$ cat config.mk
export PLATFORM = sky130hd
export DESIGN_NAME = deserializer_flat
export DESIGN_NICKNAME = d
export VERILOG_FILES = /design/src/rtl/deserializer_if.sv /design/src/rtl/deserializer.sv /design/src/flat_wrapper.sv
export SDC_FILE = /design/constraint.sdc
export NUM_CORES = 1
export LEC_CHECK = 0
export CORE_MARGIN = 2
export CORE_UTILIZATION = 50
export DETAILED_ROUTE_END_ITERATION = 6
export PLACE_DENSITY = 0.84
export SLEW_MARGIN = 20
export SYNTH_ARGS = -nofsm -noshare
export SYNTH_HDL_FRONTEND = slang
export SYNTH_SLANG_ARGS = --single-unit
$ cat constraint.sdc
create_clock -name clk_i -period 2.75 [get_ports clk_i]
set_input_delay 0.55 -clock clk_i [delete_from_list [all_inputs] [get_ports clk_i]]
set_output_delay 0.55 -clock clk_i [all_outputs]
set_load 0.005 [all_outputs]
$ cat src/rtl/deserializer_if.sv
// Serial-in / parallel-out bus of the deserializer.
// The slave modport is the deserializer itself; the master modport is whatever
// drives the serial stream and consumes the rebuilt words.
interface deserializer_if #(
   parameter int DATA_W = 16,
   parameter int MOD_W  = $clog2(DATA_W)
);
   logic              ser_data_i;
   logic              ser_data_val_i;
   logic [DATA_W-1:0] deser_data_o;
   logic [MOD_W-1:0]  deser_data_mod_o;
   logic              deser_data_val_o;
   logic              err_o;
   logic              busy_o;

   modport slave (
      input  ser_data_i,
      input  ser_data_val_i,
      output deser_data_o,
      output deser_data_mod_o,
      output deser_data_val_o,
      output err_o,
      output busy_o
   );

   modport master (
      output ser_data_i,
      output ser_data_val_i,
      input  deser_data_o,
      input  deser_data_mod_o,
      input  deser_data_val_o,
      input  err_o,
      input  busy_o
   );
endinterface

$ cat src/rtl/deserializer.sv
// deserializer: rebuilds parallel words from an MSB-first serial stream.
// A frame is a run of consecutive valid cycles; it closes after DATA_W bits or
// when ser_data_val_i drops. Frames shorter than MIN_LEN are dropped with err_o.
// Length code: bit count, with 0 meaning a full DATA_W-bit word.
// Optional feature macro DESER_RALIGN_EN: when defined, partial words are
// right-aligned (last bit at bit 0); otherwise they are left-aligned.
module deserializer #(
   parameter int DATA_W  = 16,
   parameter int MOD_W   = $clog2(DATA_W),
   parameter int MIN_LEN = 3
) (
   input  logic           clk_i,
   input  logic           arst_ni,
   deserializer_if.slave  bus
);

   typedef enum logic [0:0] {
      ST_IDLE = 1'b0,
      ST_RECV = 1'b1
   } state_t;

   localparam logic [MOD_W:0] LAST_CNT = (MOD_W+1)'(DATA_W - 1);
   localparam logic [MOD_W:0] MIN_CNT  = (MOD_W+1)'(MIN_LEN);
   localparam logic [MOD_W:0] FULL_CNT = (MOD_W+1)'(DATA_W);
   localparam logic [MOD_W:0] ONE_CNT  = {{MOD_W{1'b0}}, 1'b1};
   localparam logic [MOD_W:0] ZERO_CNT = {(MOD_W+1){1'b0}};

   state_t              state_q;
   logic [MOD_W:0]      cnt_q;
   // Only DATA_W-1 bits ever need storing: the last bit of a full word is
   // taken straight from the input on the completing edge.
   logic [DATA_W-2:0]   shift_q;
   logic [DATA_W-1:0]   data_q;
   logic [MOD_W-1:0]    mod_q;
   logic                val_q;
   logic                err_q;
   logic                busy_q;

   logic [DATA_W-1:0]   shift_d;
   logic [MOD_W:0]      cnt_d;
   logic [DATA_W-1:0]   word_d;

   // Next shift contents, incremented count and aligned partial word.
   always_comb begin
      shift_d = {shift_q, bus.ser_data_i};
      cnt_d   = cnt_q + ONE_CNT;
`ifdef DESER_RALIGN_EN
      // Received bits already sit at the bottom, high bits cleared at frame start.
      word_d  = {1'b0, shift_q};
`else
      // Move the cnt received bits up so the first one lands in the MSB.
      word_d  = {1'b0, shift_q} << (FULL_CNT - cnt_q);
`endif
   end

   // Receive FSM with registered word, length, pulse and busy outputs.
   always_ff @(posedge clk_i or negedge arst_ni) begin
      if (!arst_ni) begin
         state_q <= ST_IDLE;
         cnt_q   <= ZERO_CNT;
         shift_q <= {(DATA_W-1){1'b0}};
         data_q  <= {DATA_W{1'b0}};
         mod_q   <= {MOD_W{1'b0}};
         val_q   <= 1'b0;
         err_q   <= 1'b0;
         busy_q  <= 1'b0;
      end else begin
         val_q <= 1'b0;
         err_q <= 1'b0;
         case (state_q)
            ST_IDLE: begin
               if (bus.ser_data_val_i) begin
                  shift_q <= {{(DATA_W-2){1'b0}}, bus.ser_data_i};
                  cnt_q   <= ONE_CNT;
                  state_q <= ST_RECV;
                  busy_q  <= 1'b1;
               end else begin
                  cnt_q   <= ZERO_CNT;
                  busy_q  <= 1'b0;
               end
            end
            ST_RECV: begin
               if (bus.ser_data_val_i) begin
                  if (cnt_q == LAST_CNT) begin
                     // Last bit of a full word: emit now, free for a back-to-back frame.
                     data_q  <= shift_d;
                     mod_q   <= {MOD_W{1'b0}};
                     val_q   <= 1'b1;
                     cnt_q   <= ZERO_CNT;
                     state_q <= ST_IDLE;
                     busy_q  <= 1'b0;
                  end else begin
                     shift_q <= shift_d[DATA_W-2:0];
                     cnt_q   <= cnt_d;
                  end
               end else begin
                  // Frame closed early by the valid strobe dropping.
                  if (cnt_q >= MIN_CNT) begin
                     data_q <= word_d;
                     mod_q  <= cnt_q[MOD_W-1:0];
                     val_q  <= 1'b1;
                  end else begin
                     err_q  <= 1'b1;
                  end
                  cnt_q   <= ZERO_CNT;
                  state_q <= ST_IDLE;
                  busy_q  <= 1'b0;
               end
            end
            default: begin
               state_q <= ST_IDLE;
               cnt_q   <= ZERO_CNT;
               busy_q  <= 1'b0;
            end
         endcase
      end
   end

   assign bus.deser_data_o     = data_q;
   assign bus.deser_data_mod_o = mod_q;
   assign bus.deser_data_val_o = val_q;
   assign bus.err_o            = err_q;
   assign bus.busy_o           = busy_q;

endmodule

$ cat src/flat_wrapper.sv
// flat-port wrapper written by rule: the top's interface ports become plain ports
module deserializer_flat 
#(
   parameter int DATA_W  = 16,
   parameter int MOD_W   = $clog2(DATA_W),
   parameter int MIN_LEN = 3
)
  (clk_i, arst_ni, bus_ser_data_i, bus_ser_data_val_i, bus_deser_data_o, bus_deser_data_mod_o, bus_deser_data_val_o, bus_err_o, bus_busy_o);
  deserializer_if #(.DATA_W(DATA_W), .MOD_W(MOD_W)) bus_i ();
  input  logic clk_i;
  input  logic arst_ni;
  input wire logic [$bits(bus_i.ser_data_i)-1:0] bus_ser_data_i;
  input wire logic [$bits(bus_i.ser_data_val_i)-1:0] bus_ser_data_val_i;
  output wire logic [$bits(bus_i.deser_data_o)-1:0] bus_deser_data_o;
  output wire logic [$bits(bus_i.deser_data_mod_o)-1:0] bus_deser_data_mod_o;
  output wire logic [$bits(bus_i.deser_data_val_o)-1:0] bus_deser_data_val_o;
  output wire logic [$bits(bus_i.err_o)-1:0] bus_err_o;
  output wire logic [$bits(bus_i.busy_o)-1:0] bus_busy_o;
  assign bus_i.ser_data_i = bus_ser_data_i;
  assign bus_i.ser_data_val_i = bus_ser_data_val_i;
  assign bus_deser_data_o = bus_i.deser_data_o;
  assign bus_deser_data_mod_o = bus_i.deser_data_mod_o;
  assign bus_deser_data_val_o = bus_i.deser_data_val_o;
  assign bus_err_o = bus_i.err_o;
  assign bus_busy_o = bus_i.busy_o;
  deserializer #(.DATA_W(DATA_W), .MOD_W(MOD_W), .MIN_LEN(MIN_LEN)) u_core (.clk_i(clk_i), .arst_ni(arst_ni), .bus(bus_i));
endmodule
==> results.py <==
metrics = {
    "status": {
        "status": "finished, final reports clean",
    },
    "critical_path": {
        "cp_slowest_cell": "dfrtp_1",
        "crit_arrival_ns": 2.54,
        "critPathMaxFanout": 20,
        "worstSetupPathType": "flop to flop",
        "crit_path_start_kind": "flop",
        "end_kind": "flop",
        "reg2reg_to": "u_core.bus.deser_data_o[5]",
        "cp_num_buf_inv": 2,
        "rr_worst_depth": 8,
        "critPathRequiredTime_ns": 2.92,
        "cp-startpoint": "u_core.cnt_q[1]",
        "crit_chain": "inv_1, ha_1, buf_4, mux2i_1, nand2_1, a31oi_1, a2bb2oi_1, a21oi_1",
        "r2r_slack_ns": 0.38,
        "cpPeakStageDelay_ns": 0.46,
        "reg2reg_from": "u_core.cnt_q[1]",
        "cp_top_family": "compound AO/OA/AOI/OAI gates",
    },
    "clocking": {
        "root_buffer": "clkbuf_8",
        "clk_pin_slew_ns": 0.08,
        "postCtsSetupBuffers": 0,
        "cts.htree.levels": 2,
        "cts_buffers": 5,
        "cts_tree": "built",
        "cts_sinks": 44,
        "cts_resized": 0,
        "hold_buffers": 0,
        "insertion_delay_ns": 0.30,
        "cts.path.max_buffers": 2,
    },
    "synth": {
        "synth_top_cell_by_area": "dfrtp_1",
        "synth.area.top_cells": "dfrtp_1, mux2i_1, a22o_1",
        "async_reset_ff_share_pct": 100,
        "netlist.area_leader.share_pct": 44.0,
        "synth_flop_cell": "dfrtp_1",
        "ys_seq_area_share_pct": 44.0,
        "syn_area_um2": 2500,
        "ys_types": 45,
        "synth_area_per_cell_um2": 11.1,
        "synth_edf_count": 0,
        "syn_nets": 231,
        "synth-seq-cells": 44,
        "netlist_top_cells_count": "dfrtp_1, mux2i_1, nor2_1",
        "synth_most_common_cell": "dfrtp_1",
        "syn_inst": 225,
        "ys_warn_count": 0,
    },
    "sta": {
        "fin_crit_sh_pct": 86.4,
        "worst_clock_skew_ns": 0.00528,
        "maxSlewViolCount": 0,
        "tightest_slew_ns": 0.951,
        "hold_ws_ns": 0.393,
        "setup_slack_ns": 0.375,
        "setup_viol": 0,
        "fin_crit_ns": 2.37,
        "report.final.hold_viol_count": 0,
        "fmax_mhz": 421,
        "grt_setup_unrepaired": "false",
        "fin_tns_setup_ns": 0,
        "slew_headroom_pct": 36.6,
    },
    "detailed_routing": {
        "m1WireLength_um": 2480,
        "drc_errors": 0,
        "wl_um": 5210,
        "drtAntennaViolNets": 0,
        "vias": 1866,
        "via_per_inst": 5.91,
        "avgRoutedWirePerCell_um": 16.5,
        "top_layer": "met4",
        "dr.pass1.iters": 4,
        "drt-initial-drc-count": 155,
        "wl_met2_um": 2330,
        "wl_met3_um": 330,
    },
    "die": {
        "die-area_um2": 5580,
        "ios": 27,
        "core_um2": 4790,
        "die_x_um": 74.7,
        "fp-row-count": 25,
        "die_height_um": 74.7,
        "initial_core_util_pct": 52.2,
    },
    "placement": {
        "place.gp.congestion": 0.961,
        "place_inst": 308,
        "dpl_worst_slack_ns": 0.375,
        "hpwl_um": 3690,
        "portBuffers": 26,
    },
    "pwr": {
        "finalPower_mw": 1.73,
        "leakage_nw": 1.24,
        "irDropWorstVdd_v": 0.000281,
        "powerDensity_nw_per_um2": 594,
    },
    "cells_and_area": {
        "n_antenna_cell": 0,
        "nets": 254,
        "area_growth_pct": 16.7,
        "stdcell_count": 316,
        "drive_gt1_share_pct": 13.7,
    },
    "grt": {
        "overflow": 0,
        "antenna_found_initial": 0,
        "grt_use_total_pct": 20.2,
        "first_global_vias": 1658,
        "grt_pass1_wl_um": 8430,
        "grt_max_degree": 45,
    },
    "min_path": {
        "hp-class": "input pin to async pin",
    },
    "job": {
        "cap_violations": 0,
    },
}
how the worst max path moves through the flow:
stage               depth (start not counted)  slack (ns)                     endpoint
global route                                8        0.23   u_core.bus.deser_data_o[5]
CTS                                         7        0.36  u_core.bus.deser_data_o[15]
global placement                            5        0.45  u_core.bus.deser_data_o[12]
floorplan                                   8        0.52  u_core.bus.deser_data_o[15]
detailed placement                          7        0.38  u_core.bus.deser_data_o[15]
finish                                      8        0.38   u_core.bus.deser_data_o[5]
registers in the layout, indices dropped and copies added, names as in the netlist:
name                         cells
u_core.bus.err_o                 1
u_core.cnt_q                     5
u_core.shift_q                  15
u_core.bus.busy_o                1
u_core.state_q                   1
u_core.bus.deser_data_o         16
u_core.bus.deser_data_mod_o      4
u_core.bus.deser_data_val_o      1
power breakdown:
group | internal, mW | total, mW | switching, mW
Sequential | 0.714 | 0.758 | 0.0446
Clock | 0.320 | 0.538 | 0.217
Combinational | 0.230 | 0.437 | 0.207
stage by stage:
step	instance area [um^2]	util, %
floorplan	2500	-
global placement	2790	58.3
detailed placement	2790	58.3
CTS	2920	60.9
global route	2920	60.9
finish	2920	60.9
area by class of cell:
cell class / instances / area (um^2)
Tap cell: 67 / 83.8
Timing Repair Buffer: 33 / 308
Clock buffer: 7 / 96.3
Multi-Input combinational cell: 157 / 1270
Fill cell: 387 / 1870
Sequential cell: 44 / 1100
Clock inverter: 1 / 30.0
Inverter: 7 / 26.3
cells in the final DEF (no fill, tap or decap), types with 6 or more instances in the layout:
master	synthesis	routed
clkbuf_8	0	7
clkdlybuf4s50_1	0	25
nand2_1	15	15
nor2_1	21	21
buf_4	2	7
dfrtp_1	44	44
mux2i_1	23	23
a22o_1	14	14
a21oi_1	14	14
a2bb2oi_1	6	6
cell families (layout without fill, tap and decap cells):
logic type	after synthesis	count (layout)	share of synthesized area, %
buf+inv	24	48	5.11
xor+xnor	6	6	2.85
mux	32	32	16.9
flops	44	44	44.0
compound gates	59	59	18.6
simple gates	58	58	11.6
fa+ha+maj	2	2	1.00
metal layers:
metal | vias up | GRT usage, %
met5 | - | 0
met4 | 0 | 6.75
met3 | 6 | 4.95
met2 | 70 | 28.9
met1 | 914 | 30.1
li1 | 876 | -
worst register-to-register path: stages, from the launching register on:
cell       delay, ns
dfrtp_1         0.46
inv_1           0.11
ha_1            0.28
buf_4           0.28
mux2i_1         0.39
nand2_1         0.09
a31oi_1         0.34
a2bb2oi_1       0.21
a21oi_1         0.09
Note: power is estimated with default switching activity, not from simulation.
